===== src/rtl/spi_pkg.sv =====
// Shared frame widths, command codes and state/classification types for the
// SPI register-bank back end.
package spi_pkg;
   localparam int CMD_W  = 8;
   localparam int ADDR_W = 24;
   localparam int DATA_W = 32;

   localparam logic [CMD_W-1:0]  CMD_WR      = 8'h55;
   localparam logic [CMD_W-1:0]  CMD_RD      = 8'h56;
   localparam logic [ADDR_W-1:0] STATUS_ADDR = 24'hFFFFFF;

   typedef enum logic [1:0] {IDLE, DECODE, EXEC, RESP} state_t;
   typedef enum logic [1:0] {WR_OK, RD_OK, RD_BAD, ERR} cls_t;

   function automatic logic [DATA_W-1:0] status_word(input logic ovr,
                                                     input logic [7:0] err,
                                                     input logic [15:0] wr);
      return {ovr, 7'b0, err, wr};
   endfunction
endpackage


===== src/rtl/spi_reg_bank_if.sv =====
// Frame/response bundle between spi_slave (master side) and the register bank
// (slave side).
interface spi_reg_bank_if;
   import spi_pkg::*;

   logic              frame_valid;
   logic [CMD_W-1:0]  cmd;
   logic [ADDR_W-1:0] address;
   logic [DATA_W-1:0] data;
   logic [DATA_W-1:0] data_miso;
   logic              rd_valid;
   logic              rd_err;
   logic              busy;

   modport master (output frame_valid, cmd, address, data,
                   input  data_miso, rd_valid, rd_err, busy);
   modport slave  (input  frame_valid, cmd, address, data,
                   output data_miso, rd_valid, rd_err, busy);
endinterface


===== src/rtl/spi_cmd_decode.sv =====
// Combinational classification of a latched frame into WR_OK/RD_OK/RD_BAD/ERR.
// Zero latency; no flow control (parent registers the result in DECODE).
module spi_cmd_decode
   import spi_pkg::*;
#(
   parameter int DEPTH = 16
) (
   input  logic [CMD_W-1:0]  cmd,
   input  logic [ADDR_W-1:0] address,
   output cls_t              cls
);
   localparam logic [ADDR_W-1:0] DEPTH_A = ADDR_W'(DEPTH);

   logic in_range;
   assign in_range = (address < DEPTH_A);

   // A write to STATUS_ADDR falls through to ERR: the status word is read-only.
   always_comb begin
      cls = ERR;
      if (cmd == CMD_WR && in_range)
         cls = WR_OK;
      else if (cmd == CMD_RD)
         cls = (in_range || address == STATUS_ADDR) ? RD_OK : RD_BAD;
   end
endmodule


===== src/rtl/spi_reg_bank.sv =====
// Executes decoded SPI frames against a 32-bit register array plus status word.
// Read data 2 edges after acceptance; frames arriving while busy are dropped and flag overrun.
module spi_reg_bank
   import spi_pkg::*;
#(
   parameter int DEPTH = 16
) (
   input  logic              sclk_m,
   input  logic              reset,
   spi_reg_bank_if.slave     bus,
   output logic [DATA_W-1:0] ctrl_out
);
   localparam int IDX_W = (DEPTH > 1) ? $clog2(DEPTH) : 1;

   state_t            state, state_nxt;
   cls_t              dec_cls, cls_q;
   logic [CMD_W-1:0]  cmd_q;
   logic [ADDR_W-1:0] addr_q;
   logic [DATA_W-1:0] data_q;
   logic [DATA_W-1:0] regs [DEPTH];
   logic [15:0]       wr_cnt;
   logic [7:0]        err_cnt;
   logic              overrun;
   logic [IDX_W-1:0]  idx;

   assign idx      = addr_q[IDX_W-1:0];
   assign bus.busy = (state != IDLE);

   spi_cmd_decode #(.DEPTH(DEPTH)) u_decode (
      .cmd     (cmd_q),
      .address (addr_q),
      .cls     (dec_cls)
   );

   always_ff @(posedge sclk_m) begin
      if (!reset) state <= IDLE;
      else        state <= state_nxt;
   end

   always_comb begin
      state_nxt = state;
      case (state)
         IDLE:    if (bus.frame_valid) state_nxt = DECODE;
         DECODE:  state_nxt = EXEC;
         EXEC:    state_nxt = RESP;
         RESP:    state_nxt = IDLE;
         default: state_nxt = IDLE;
      endcase
   end

   always_ff @(posedge sclk_m) begin
      if (!reset) begin
         cmd_q         <= '0;
         addr_q        <= '0;
         data_q        <= '0;
         cls_q         <= ERR;
         wr_cnt        <= '0;
         err_cnt       <= '0;
         overrun       <= 1'b0;
         bus.data_miso <= '0;
         bus.rd_valid  <= 1'b0;
         bus.rd_err    <= 1'b0;
         ctrl_out      <= '0;
         for (int i = 0; i < DEPTH; i++) regs[i] <= '0;
      end else begin
         ctrl_out <= regs[0];

         if (state == IDLE && bus.frame_valid) begin
            cmd_q  <= bus.cmd;
            addr_q <= bus.address;
            data_q <= bus.data;
         end

         if (state == DECODE) cls_q <= dec_cls;

         if (state == EXEC) begin
            case (cls_q)
               WR_OK: begin
                  regs[idx] <= data_q;
                  if (wr_cnt != '1) wr_cnt <= wr_cnt + 16'd1;
               end
               RD_OK: begin
                  bus.rd_valid <= 1'b1;
                  bus.rd_err   <= 1'b0;
                  if (addr_q == STATUS_ADDR) begin
                     bus.data_miso <= status_word(overrun, err_cnt, wr_cnt);
                     overrun       <= 1'b0;
                  end else begin
                     bus.data_miso <= regs[idx];
                  end
               end
               RD_BAD: begin
                  bus.data_miso <= '0;
                  bus.rd_valid  <= 1'b1;
                  bus.rd_err    <= 1'b1;
                  if (err_cnt != '1) err_cnt <= err_cnt + 8'd1;
               end
               ERR: begin
                  if (err_cnt != '1) err_cnt <= err_cnt + 8'd1;
               end
               default: ;
            endcase
         end

         if (state == RESP) bus.rd_valid <= 1'b0;

         // Placed after the status-read clear so a same-edge drop keeps overrun set.
         if (bus.frame_valid && state != IDLE) overrun <= 1'b1;
      end
   end
endmodule

===== src/flat_wrapper.sv =====
// flat-port wrapper written by rule: the top's interface ports become plain ports
module spi_reg_bank_flat import spi_pkg::*;
#(
   parameter int DEPTH = 16
)
  (sclk_m, reset, ctrl_out, bus_frame_valid, bus_cmd, bus_address, bus_data, bus_data_miso, bus_rd_valid, bus_rd_err, bus_busy);
  spi_reg_bank_if bus_i ();
  input  logic sclk_m;
  input  logic reset;
  output logic [DATA_W-1:0] ctrl_out;
  input wire logic [$bits(bus_i.frame_valid)-1:0] bus_frame_valid;
  input wire logic [$bits(bus_i.cmd)-1:0] bus_cmd;
  input wire logic [$bits(bus_i.address)-1:0] bus_address;
  input wire logic [$bits(bus_i.data)-1:0] bus_data;
  output wire logic [$bits(bus_i.data_miso)-1:0] bus_data_miso;
  output wire logic [$bits(bus_i.rd_valid)-1:0] bus_rd_valid;
  output wire logic [$bits(bus_i.rd_err)-1:0] bus_rd_err;
  output wire logic [$bits(bus_i.busy)-1:0] bus_busy;
  assign bus_i.frame_valid = bus_frame_valid;
  assign bus_i.cmd = bus_cmd;
  assign bus_i.address = bus_address;
  assign bus_i.data = bus_data;
  assign bus_data_miso = bus_i.data_miso;
  assign bus_rd_valid = bus_i.rd_valid;
  assign bus_rd_err = bus_i.rd_err;
  assign bus_busy = bus_i.busy;
  spi_reg_bank #(.DEPTH(DEPTH)) u_core (.sclk_m(sclk_m), .reset(reset), .bus(bus_i), .ctrl_out(ctrl_out));
endmodule

===== config.mk =====
export PLATFORM = sky130hd
export DESIGN_NAME = spi_reg_bank_flat
export DESIGN_NICKNAME = d
export VERILOG_FILES = /design/src/rtl/spi_pkg.sv /design/src/rtl/spi_reg_bank_if.sv /design/src/rtl/spi_cmd_decode.sv /design/src/rtl/spi_reg_bank.sv /design/src/flat_wrapper.sv
export SDC_FILE = /design/constraint.sdc
export NUM_CORES = 1
export LEC_CHECK = 0
export CELL_PAD_IN_SITES_DETAIL_PLACEMENT = 1
export CELL_PAD_IN_SITES_GLOBAL_PLACEMENT = 1
export CORE_MARGIN = 2
export CORE_UTILIZATION = 45
export DETAILED_ROUTE_END_ITERATION = 10
export MAX_ROUTING_LAYER = met4
export PLACE_DENSITY = 0.69
export SETUP_SLACK_MARGIN = 0.3
export SYNTH_ARGS = -nofsm -noshare
export SYNTH_HDL_FRONTEND = slang
export SYNTH_SLANG_ARGS = --single-unit

===== constraint.sdc =====
create_clock -name sclk_m -period 5.4 [get_ports sclk_m]
set_input_delay 1.35 -clock sclk_m [delete_from_list [all_inputs] [get_ports sclk_m]]
set_output_delay 1.35 -clock sclk_m [all_outputs]
set_load 0.02 [all_outputs]

==> results.md, run 1 <==
* Fin crit period at between 3000 and 4000 ps
* Drt wl/cell at ~25 um
* Power density cells at between 300 and 400 nW/um^2
* Clock Skew at 18.8 ps
* Area Growth Syn to Fin at 15.2%
* Final Max Tran Viols at 0
* Total Neg Setup Slack at 0 ps
* CTS sink cnt at 675
* Type of destination of the critical path: register
* Largest net degree at the start of global routing at between 60 and 70
* Clk_lat worst skew at just over 600 ps
* Vias per inst at 5.60
* Share of cells above drive strength 1 at 16.7%
* Synth Register Bits at around 680
* XOR/XNOR Fraction of Synth Area at less than 1%
* Syn_nets at roughly 2200
* Initial Utilization at between 40% and 50%
* GRT Overall Usage at 24.3%
* DRT antenna net count at 0
* Die width at 259 um
* IO Pins at 134
* Slew margin rel. at a little under a third
* Leakage at between 10 and 15 nW
* Max-cap violations at 0
* Worst-path clk slew at approximately 60 ps
* Achievable clock frequency at 0.263 GHz
* Pwr Total at between 10 and 15 mW
* Min Hold Slack at 456 ps
* CP Data Arrival Time at between 4000 and 5000 ps
* Synthesized-area fraction occupied by and/or/nand/nor cells at 16.2%
* Initial antenna violation count at 1
* VDD IR-drop max at between 0.2 and 0.25 mV
* Hold crit path type: reg -> reg
* Row Count at 93
* Core area at 64500 um^2
* Leading cell type in the layout, fill and taps excluded: and2_1
* DPL Wire Length at approximately 47000 um
* Run status: complete, no violations
* Post-synth EDFFs at slightly above 500
* Cts bufs inserted at 73
* Main combinational cell family by area after synthesis: simple AND/OR/NAND/NOR gates
* Post-Synthesis Cell Area at just under 30000 um^2
* RSZ-0062 raised after global routing: false
* Net Sw Power at about 3.4 mW
* Ys async rst share at 0%
* Post-Synthesis Cells at between 2000 and 2500
* 1st-iter DRT viols at around 1600
* Number of fill cells in the layout at 6272
* CP max FO at 32
* Vias in the first global route at 18500
* Mux contribution to synthesized area at between 10% and 20%
* Period utilisation layout at 70.3%
* # setup viols final at 0
* H-tree depth at 3
* Comb power frac at 12.7%
* Routability cong. at ~0.79
* Final wirelength at just under 80000 um
* Root Driver: clkbuf_16
* Internal at 9.22 mW
* Cts hold-fix bufs at 0
* Synth unique cells at 57
* CP Data Required Time at 5620 ps
* Chip Height at approximately 260 um
* Layout Nets at ~2300
* Critical Path Start Type: register
* Layout Utilization at 52.4%
* Die area at around 67000 um^2
* R2r setup slk at about 1600 ps
* Fin. Hold Viols at 0
* Ys Warns at 0
* Avg Inst Size Synth at roughly 14 um^2
* Primary FF master, synth: edfxtp_1
* Kind of critical path: reg -> reg
* Synth Area in Compound Gates at around 4%
* IO buf count at ~130
* Seq/Total Area, Yosys at 63.6%
* Switching fraction of total power at between 20 and 30%
* Seq pwr share at between 40 and 50%
* Post-CTS setup buffers at 0
* First-pass GRT wire length at approximately 120000 um
* CTS resizes at 0
* First-pass DRT Iterations at 7
* Via count at 17400
* Post-synthesis adder-cell area fraction at less than 1%
* Gr ovfl total at 0
* Worst-margin pin slew at 1020 ps
* Clock power frac at 37.8%
* Max Root-Sink Buffers at 3
* Drc violations at 0
* Most frequent cells in the layout: 547 x and2_1, 512 x edfxtp_1, 159 x dfxtp_1, 146 x nand2_1, 132 x clkdlybuf4s50_1
* CTS tree: done
-- Yosys cell counts (5+ instances only) --
| cell | instances | area (um^2) |
|---|---|---|
| a32oi_1 | 25 | 219 |
| mux2_2 | 32 | 360 |
| and2_1 | 548 | 3430 |
| mux4_2 | 128 | 2880 |
| a21oi_1 | 106 | 531 |
| inv_1 | 9 | 33.8 |
| buf_1 | 6 | 22.5 |
| clkbuf_1 | 118 | 443 |
| dfxtp_1 | 163 | 3260 |
| o21ai_2 | 27 | 236 |
| xor2_1 | 6 | 52.6 |
| nor4_1 | 7 | 43.8 |
| nand2_1 | 147 | 552 |
| nor2_1 | 69 | 259 |
| o21ai_1 | 5 | 25.0 |
| nor3_1 | 9 | 45.0 |
| ha_1 | 11 | 138 |
| xnor2_1 | 12 | 105 |
| edfxtp_1 | 512 | 15400 |
| nand4_1 | 12 | 75.1 |
| o21ai_0 | 20 | 100 |
| buf_2 | 33 | 165 |
| nand3_1 | 13 | 65.1 |
| nand2b_1 | 8 | 50.1 |
| mux2i_1 | 34 | 340 |
-- area by class of cell --
cell class              count  area [um^2]  share of cell area (%)
multi-input cells        1256        10000                    29.8
clock buffers             106         2060                    6.11
clock inverters            29          214                   0.634
diodes                      1         2.50                 0.00741
repair buffers            176         1670                    4.96
inverters                   9         35.0                   0.104
flip-flops and latches    675        18700                    55.3
well taps                 855         1070                    3.17
-- worst paths after layout --
kind,from,end,cells past startpoint
worst min-delay path,u_core.cmd_q[4],u_core.cmd_q[4],2
worst min register to register,u_core.cmd_q[4],u_core.cmd_q[4],2
worst max register to register,u_core.state[0],u_core.regs[12][28],6
worst max-delay path,u_core.state[0],u_core.regs[12][28],6
-- power groups by stage --
stage          combinational [mW]  clock [mW]  sequential (mW)
6_report                     1.60        4.78             6.25
5_1_grt                      1.74        5.06             6.30
4_1_cts                      1.62        4.87             6.25
3_5_place_dp                 1.61           0             6.36
3_3_place_gp                 1.58           0             6.33
2_1_floorplan                1.17           0             6.08
-- stage by stage --
stage / instance area (um^2) / instances / setup slack [ps]
after floorplan: 29300 / 2111 / 516
after global placement: 31500 / 2971 / 1390
after detailed placement: 31500 / 2971 / 1270
after CTS: 33700 / 3106 / 1610
after global routing: 33700 / 3106 / 1390
final: 33800 / 3107 / 1600
-- worst max-delay path, stage by stage, from the launching register on --
cell      delay (ps)
dfxtp_1          370
inv_1            130
ha_1             620
and2_1           440
nand4_1          620
nor3_2           340
nand2b_2         850
-- kinds of logic after synthesis --
group | count (synthesis)
AND/OR/NAND/NOR | 838
XOR/XNOR | 18
flip-flops | 675
adder cells (fa/ha/maj) | 11
multiplexers | 194
buffers and inverters | 180
AO/OA/AOI/OAI | 195
-- sequential cells by signal, summed over array words and instances, names as in the netlist, named ones only --
name,cells
u_core.ctrl_out,32
u_core.data_q,32
u_core.regs,512
u_core.bus.rd_valid,1
u_core.overrun,1
u_core.wr_cnt,16
u_core.state,2
u_core.bus.rd_err,1
u_core.bus.data_miso,32
u_core.cmd_q,8
u_core.err_cnt,8
u_core.addr_q,24
u_core.cls_q,2
-- layer usage --
metal	global-route usage (%)	wire (um)	vias to the layer above	part of all wire, %
met5	-	0	-	0
met4	5.95	1340	0	1.7
met3	4.35	4640	108	5.9
met2	38.3	37200	454	47
met1	33.0	35200	9088	45
li1	-	-	7762	-
No activity file was read; power rests on OpenSTA's default activity.
==> run 2, diff against run 1 <==
--- a/config.mk
+++ b/config.mk
@@ -11,7 +11,7 @@
 export CORE_UTILIZATION = 45
 export DETAILED_ROUTE_END_ITERATION = 10
 export MAX_ROUTING_LAYER = met4
-export PLACE_DENSITY = 0.69
+export PLACE_DENSITY = 0.72
 export SETUP_SLACK_MARGIN = 0.3
 export SYNTH_ARGS = -nofsm -noshare
 export SYNTH_HDL_FRONTEND = slang
==> constraint.sdc (replaced) <==
create_clock -name sclk_m -period 3.07 [get_ports sclk_m]
set_input_delay 0.7675 -clock sclk_m [delete_from_list [all_inputs] [get_ports sclk_m]]
set_output_delay 0.7675 -clock sclk_m [all_outputs]
set_load 0.02 [all_outputs]
==> results.md, run 2 (synthesized netlist as in run 1, its figures left out) <==
* Run status: complete, no violations
* R2r setup slk at just over 500 ps
* Critical path's slowest cell: dfxtp_1
* Most flop-heavy register: u_core.regs
* Clock Skew at approximately 24 ps
* Initial antenna violation count at 8
* Drc violations at 0
* First-pass GRT wire length at around 120000 um
* Fin cells at approximately 3100
* Number of fill cells in the layout at 6213
* Drt wl/cell at around 26 um
* Critical Path Start Type: register
* VDD IR-drop max at approximately 0.34 mV
* Switching fraction of total power at between 20% and 30%
* Final Max Tran Viols at 0
* Root Driver: clkbuf_16
* Crit path top cell by count: inv_1
* Routability cong. at ~0.79
* Seq pwr share at 47.2%
* Cts bufs inserted at 74
* Vias per inst at ~5.7
* Fin crit period at ~2700 ps
* Chip Height at roughly 260 um
* Clk_lat worst skew at between 600 and 700 ps
* Worst-margin pin slew at between 800 and 900 ps
* Layout Nets at approximately 2300
* Worst-path clk slew at about 60 ps
* WHS Endpoint: u_core.cmd_q[5]
* Slew margin rel. at 43.9%
* Gr ovfl total at 0
* CTS sink cnt at a little under 700
* Post-CTS setup buffers at 0
* CP Data Required Time at ~2300 ps
* IO Pins at around 130
* Via count at 17900
* CP Data Arrival Time at 1890 ps
* Fin. Hold Viols at 0
* Row Count at between 90 and 100
* Worst r2r src: u_core.cls_q[1]
* DRT antenna net count at 0
* Achievable clock frequency at 0.376 GHz
* GRT Overall Usage at 25.8%
* Largest net degree at the start of global routing at 65
* Period utilisation layout at 86.5%
* Cts hold-fix bufs at 0
* Die area at between 60000 and 70000 um^2
* # setup viols final at 0
* Core area at approximately 64000 um^2
* Initial Utilization at around 45%
* Area Growth Syn to Fin at 17.8%
* CTS tree: done
* Max reg flops at 512
* Total Neg Setup Slack at 0 ps
* IO buf count at 133
* Leakage at 12.3 nW
* CP max FO at 5
* Crit-path cells: inv_1 -> ha_4 -> inv_1 -> dlygate4sd2_1
* FF-to-FF path depth at 8
* Max-cap violations at 0
* Leading cell type in the layout, fill and taps excluded: and2_1
* Dpl cells at ~3000
* Die width at 259 um
* Internal at about 17 mW
* Type of destination of the critical path: output port
* Share of cells above drive strength 1 at 18.6%
* Vias in the first global route at around 19000
* Kind of critical path: reg -> out
* Most frequent cells in the layout: 547 x and2_1, 512 x edfxtp_1, 158 x dfxtp_1, 146 x nand2_1, 131 x clkdlybuf4s50_1
* Worst r2r dst: u_core.regs[10][7]
* Crit path largest cell delay at 410 ps
* Setup WS pre-CTS at 222 ps
* 1st-iter DRT viols at approximately 1700
* Clock power frac at 39.2%
* Hold Crit Start: u_core.cmd_q[5]
* Hold crit path type: reg -> reg
* Net Sw Power at a little over 6 mW
* WHS Path Cells at 2
* H-tree depth at 3
* DPL Wire Length at between 50000 and 60000 um
* Worst setup margin at 413 ps
* RSZ-0062 raised after global routing: false
* First-pass DRT Iterations at 5
* Power density cells at approximately 670 nW/um^2
* Comb power frac at 13.7%
* Pwr Total at approximately 23 mW
* Final wirelength at about 83000 um
* Max Root-Sink Buffers at 3
## run 2: cell count changes in the layout (fill, tap and decap cells not counted), moves of 4 or more
| cell | previous run | this run |
|---|---|---|
| buf_12 | 2 | 24 |
| buf_4 | 41 | 58 |
| nor2_2 | 3 | 12 |
| nor2_4 | 7 | 0 |
| clkbuf_16 | 75 | 81 |
| clkinv_2 | 14 | 10 |
## run 2: worst max path at each step
stage | start | endpoint | slack (ps) | depth (start not counted)
6_report | u_core.state[1] | bus_busy | 410 | 4
5_1_grt | u_core.state[1] | bus_busy | 350 | 4
4_1_cts | u_core.state[1] | bus_busy | 310 | 4
3_5_place_dp | reset | u_core.regs[4][11] | 220 | 6
3_3_place_gp | reset | u_core.regs[0][24] | 300 | 6
2_1_floorplan | reset | u_core.regs[10][0] | -100 | 5
## run 2: final cells by class
class | count | area [um^2] | area share [%]
clock inverter | 21 | 209 | 0.605
timing repair buffer | 215 | 2240 | 6.49
sequential | 675 | 18700 | 54.0
clock buffer | 114 | 2250 | 6.53
multi-input combinational | 1256 | 10000 | 29.1
inverter | 9 | 35.0 | 0.102
tap | 855 | 1070 | 3.10
antenna | 4 | 10.0 | 0.0290
## run 2: critical path, delay by kind of cell (launching register included)
| family | cells | cell delay (ps) |
|---|---|---|
| buf+inv | 3 | 630 |
| flops | 1 | 410 |
| fa+ha+maj | 1 | 240 |
## run 2: power by group through the flow
stage / logic (mW) / registers, mW / clock network (mW)
floorplan: 2.06 / 10.7 / 0
global placement: 3.08 / 11.0 / 0
detailed placement: 3.14 / 11.0 / 0
CTS: 3.16 / 10.9 / 9.18
global route: 3.38 / 10.9 / 9.52
finish: 3.14 / 10.9 / 9.02
## run 2: metrics by stage
stage / area (um^2) / hold WS, ps / util, %
CTS: 34500 / 458 / 53.5
global route: 34500 / 488 / 53.5
floorplan: 29400 / 431 / -
detailed placement: 32000 / 450 / 49.7
global placement: 32000 / 439 / 49.7
finish: 34500 / 458 / 53.5
## run 2: per-layer routing
| metal | up-vias | GRT usage (%) | routed length [um] |
|---|---|---|---|
| met4 | 0 | 7.02 | 1470 |
| met1 | 9323 | 33.8 | 35000 |
| met5 | - | - | 0 |
| met2 | 642 | 41.6 | 40400 |
| li1 | 7833 | - | - |
| met3 | 108 | 4.47 | 5800 |
## run 2: what timing repair did
action,CTS,global route
cloned,0,0
gates resized for setup,3,3
setup endpoints to repair,1,82
==> run 3, diff against run 2 <==
--- a/config.mk
+++ b/config.mk
@@ -8,10 +8,11 @@
 export CELL_PAD_IN_SITES_DETAIL_PLACEMENT = 1
 export CELL_PAD_IN_SITES_GLOBAL_PLACEMENT = 1
 export CORE_MARGIN = 2
-export CORE_UTILIZATION = 45
+export CORE_UTILIZATION = 35
+export CTS_CLUSTER_SIZE = 30
 export DETAILED_ROUTE_END_ITERATION = 10
 export MAX_ROUTING_LAYER = met4
-export PLACE_DENSITY = 0.72
+export PLACE_DENSITY = 0.58
 export SETUP_SLACK_MARGIN = 0.3
 export SYNTH_ARGS = -nofsm -noshare
 export SYNTH_HDL_FRONTEND = slang
==> results.md, run 3 (synthesized netlist as in run 1, its figures left out) <==
* Core area at between 80000 and 90000 um^2
* Layout Utilization at a little over two fifths
* Die width at 293 um
* Share of cells above drive strength 1 at around a fifth
* Initial Utilization at 35.2%
* Leading cell type in the layout, fill and taps excluded: and2_1
* CTS resizes at 2
* Dpl cells at around 3300
* Power density cells at 663 nW/um^2
* GRT Overall Usage at 21.2%
* Number of fill cells in the layout at approximately 8400
* Drt wl/cell at roughly 26 um
* Area Growth Syn to Fin at 19.1%
* First-pass GRT wire length at 129000 um
* Worst r2r src: u_core.cls_q[0]
* Run status: complete, no violations
* Worst setup margin at ~470 ps
* Vias per inst at around 5.2
* Fin cells at between 3000 and 4000
* Fin crit period at about 2600 ps
* Post-CTS setup buffers at 0
* IO Pins at roughly 130
* Final Max Tran Viols at 0
* Largest net degree at the start of global routing at 65
* Final wirelength at approximately 88000 um
* Vias in the first global route at ~19000
* Max Root-Sink Buffers at 3
* CP Data Arrival Time at around 1800 ps
* Critical Path Start Type: register
* 1st-iter DRT viols at ~1200
* Cts hold-fix bufs at 0
* Initial antenna violation count at 2
* Most frequent cells in the layout: 547 x and2_1, 512 x edfxtp_1, 158 x dfxtp_1, 146 x nand2_1, 131 x clkdlybuf4s50_1
* Total Neg Setup Slack at 0 ps
* Type of destination of the critical path: output port
* Crit path top cell by count: inv_1
* Layout Nets at approximately 2300
* Routability cong. at between 0.7 and 0.8
* DPL Wire Length at between 50000 and 60000 um
* Worst path depth at 4
* VDD IR-drop max at between 0.3 and 0.4 mV
* Drc violations at 0
* First-pass DRT Iterations at 5
* H-tree depth at 3
* Period utilisation layout at a little over four fifths
* Die area at 86000 um^2
* WHS Path Cells at 2
* Row Count at approximately 110
* Setup WS pre-CTS at about 350 ps
* IO buf count at 133
* FF-to-FF path depth at 7
* Cts bufs inserted at 79
* R2r setup slk at between 500 and 600 ps
* Gr ovfl total at 0
* Top delay family on crit path: buffers and inverters
* Clock Skew at about 21 ps
* CTS tree: done
* Root Driver: clkbuf_16
* Critical path's slowest cell: dfxtp_1
* Via count at 17800
* DRT antenna net count at 0
* Worst r2r dst: u_core.regs[4][19]
* CP Buf/Inv Count at 3
* CP Data Required Time at 2300 ps
* Chip Height at around 300 um
* CP max FO at 5
* Worst-path clk slew at 60 ps
* Slew margin rel. at 43.4%
* # setup viols final at 0
* CP startpoint: u_core.state[1]
* Most flop-heavy register: u_core.regs
* Kind of critical path: reg -> out
* Worst setup endpoint: bus_busy
* Max-cap violations at 0
* Clk_lat worst skew at approximately 620 ps
* Fin. Hold Viols at 0
* Leakage at 12.4 nW
* Worst-margin pin slew at approximately 850 ps
* N_diodes at 0
* RSZ-0062 raised after global routing: false
* Crit path largest cell delay at about 400 ps
* Achievable clock frequency at 0.384 GHz
* Max reg flops at approximately 510
* Crit-path cells: inv_1 -> ha_1 -> inv_1 -> dlygate4sd2_1
* CTS sink cnt at between 600 and 700
* Hold crit path type: reg -> reg
run 3: changes by cell type in the layout (fill, tap and decap cells not counted), moves of 3 or more:
cell and delta:
buf_4 +31, clkbuf_8 -3, diode_2 -4, clkinv_1 +10, buf_12 -5
run 3: worst min-delay path by stage:
stage	start	slack (ps)	endpoint
after floorplan	u_core.cmd_q[5]	430	u_core.cmd_q[5]
after global placement	u_core.cmd_q[5]	440	u_core.cmd_q[5]
after detailed placement	u_core.cmd_q[7]	450	u_core.cmd_q[7]
after CTS	u_core.cmd_q[4]	460	u_core.cmd_q[4]
after global routing	u_core.cmd_q[4]	490	u_core.cmd_q[4]
final	u_core.cmd_q[4]	460	u_core.cmd_q[4]
run 3: through the flow:
step | hold WS [ps] | power, mW | cell area, um^2
after floorplan | 431 | 12.7 | 29400
final | 460 | 23.1 | 34900
after CTS | 462 | 23.4 | 34900
after detailed placement | 451 | 14.4 | 32500
after global placement | 442 | 14.3 | 32500
after global routing | 487 | 24.0 | 34900
run 3: cell type report:
class / count / area [um^2] / area share [%]
Sequential cell: 675 / 18700 / 53.5
Multi-Input combinational cell: 1256 / 10000 / 28.8
Timing Repair Buffer: 240 / 2370 / 6.79
Clock buffer: 113 / 2260 / 6.48
Tap cell: 1080 / 1350 / 3.87
Clock inverter: 29 / 183 / 0.524
Inverter: 9 / 35.0 / 0.100
run 3: worst register-to-register path, stage by stage (launching register included):
cell      delay, ps
dfxtp_1         330
inv_1           110
ha_1            260
nand3_1         260
or3b_1          660
nor3_4          210
nand2b_2        160
buf_12          240
run 3: metal layers:
layer | up-vias | part of all wire [%] | track usage [%] | routed length [um]
li1 | 7917 | - | - | -
met1 | 9293 | 43 | 27.3 | 38100
met2 | 415 | 48 | 34.1 | 42600
met3 | 158 | 4.5 | 3.03 | 3950
met4 | 0 | 3.7 | 8.13 | 3270
met5 | - | 0 | - | 0
run 3: power by group:
group | internal (mW) | switching, mW
clock | 5.26 | 3.73
combinational | 1.37 | 1.90
sequential | 10.2 | 0.625
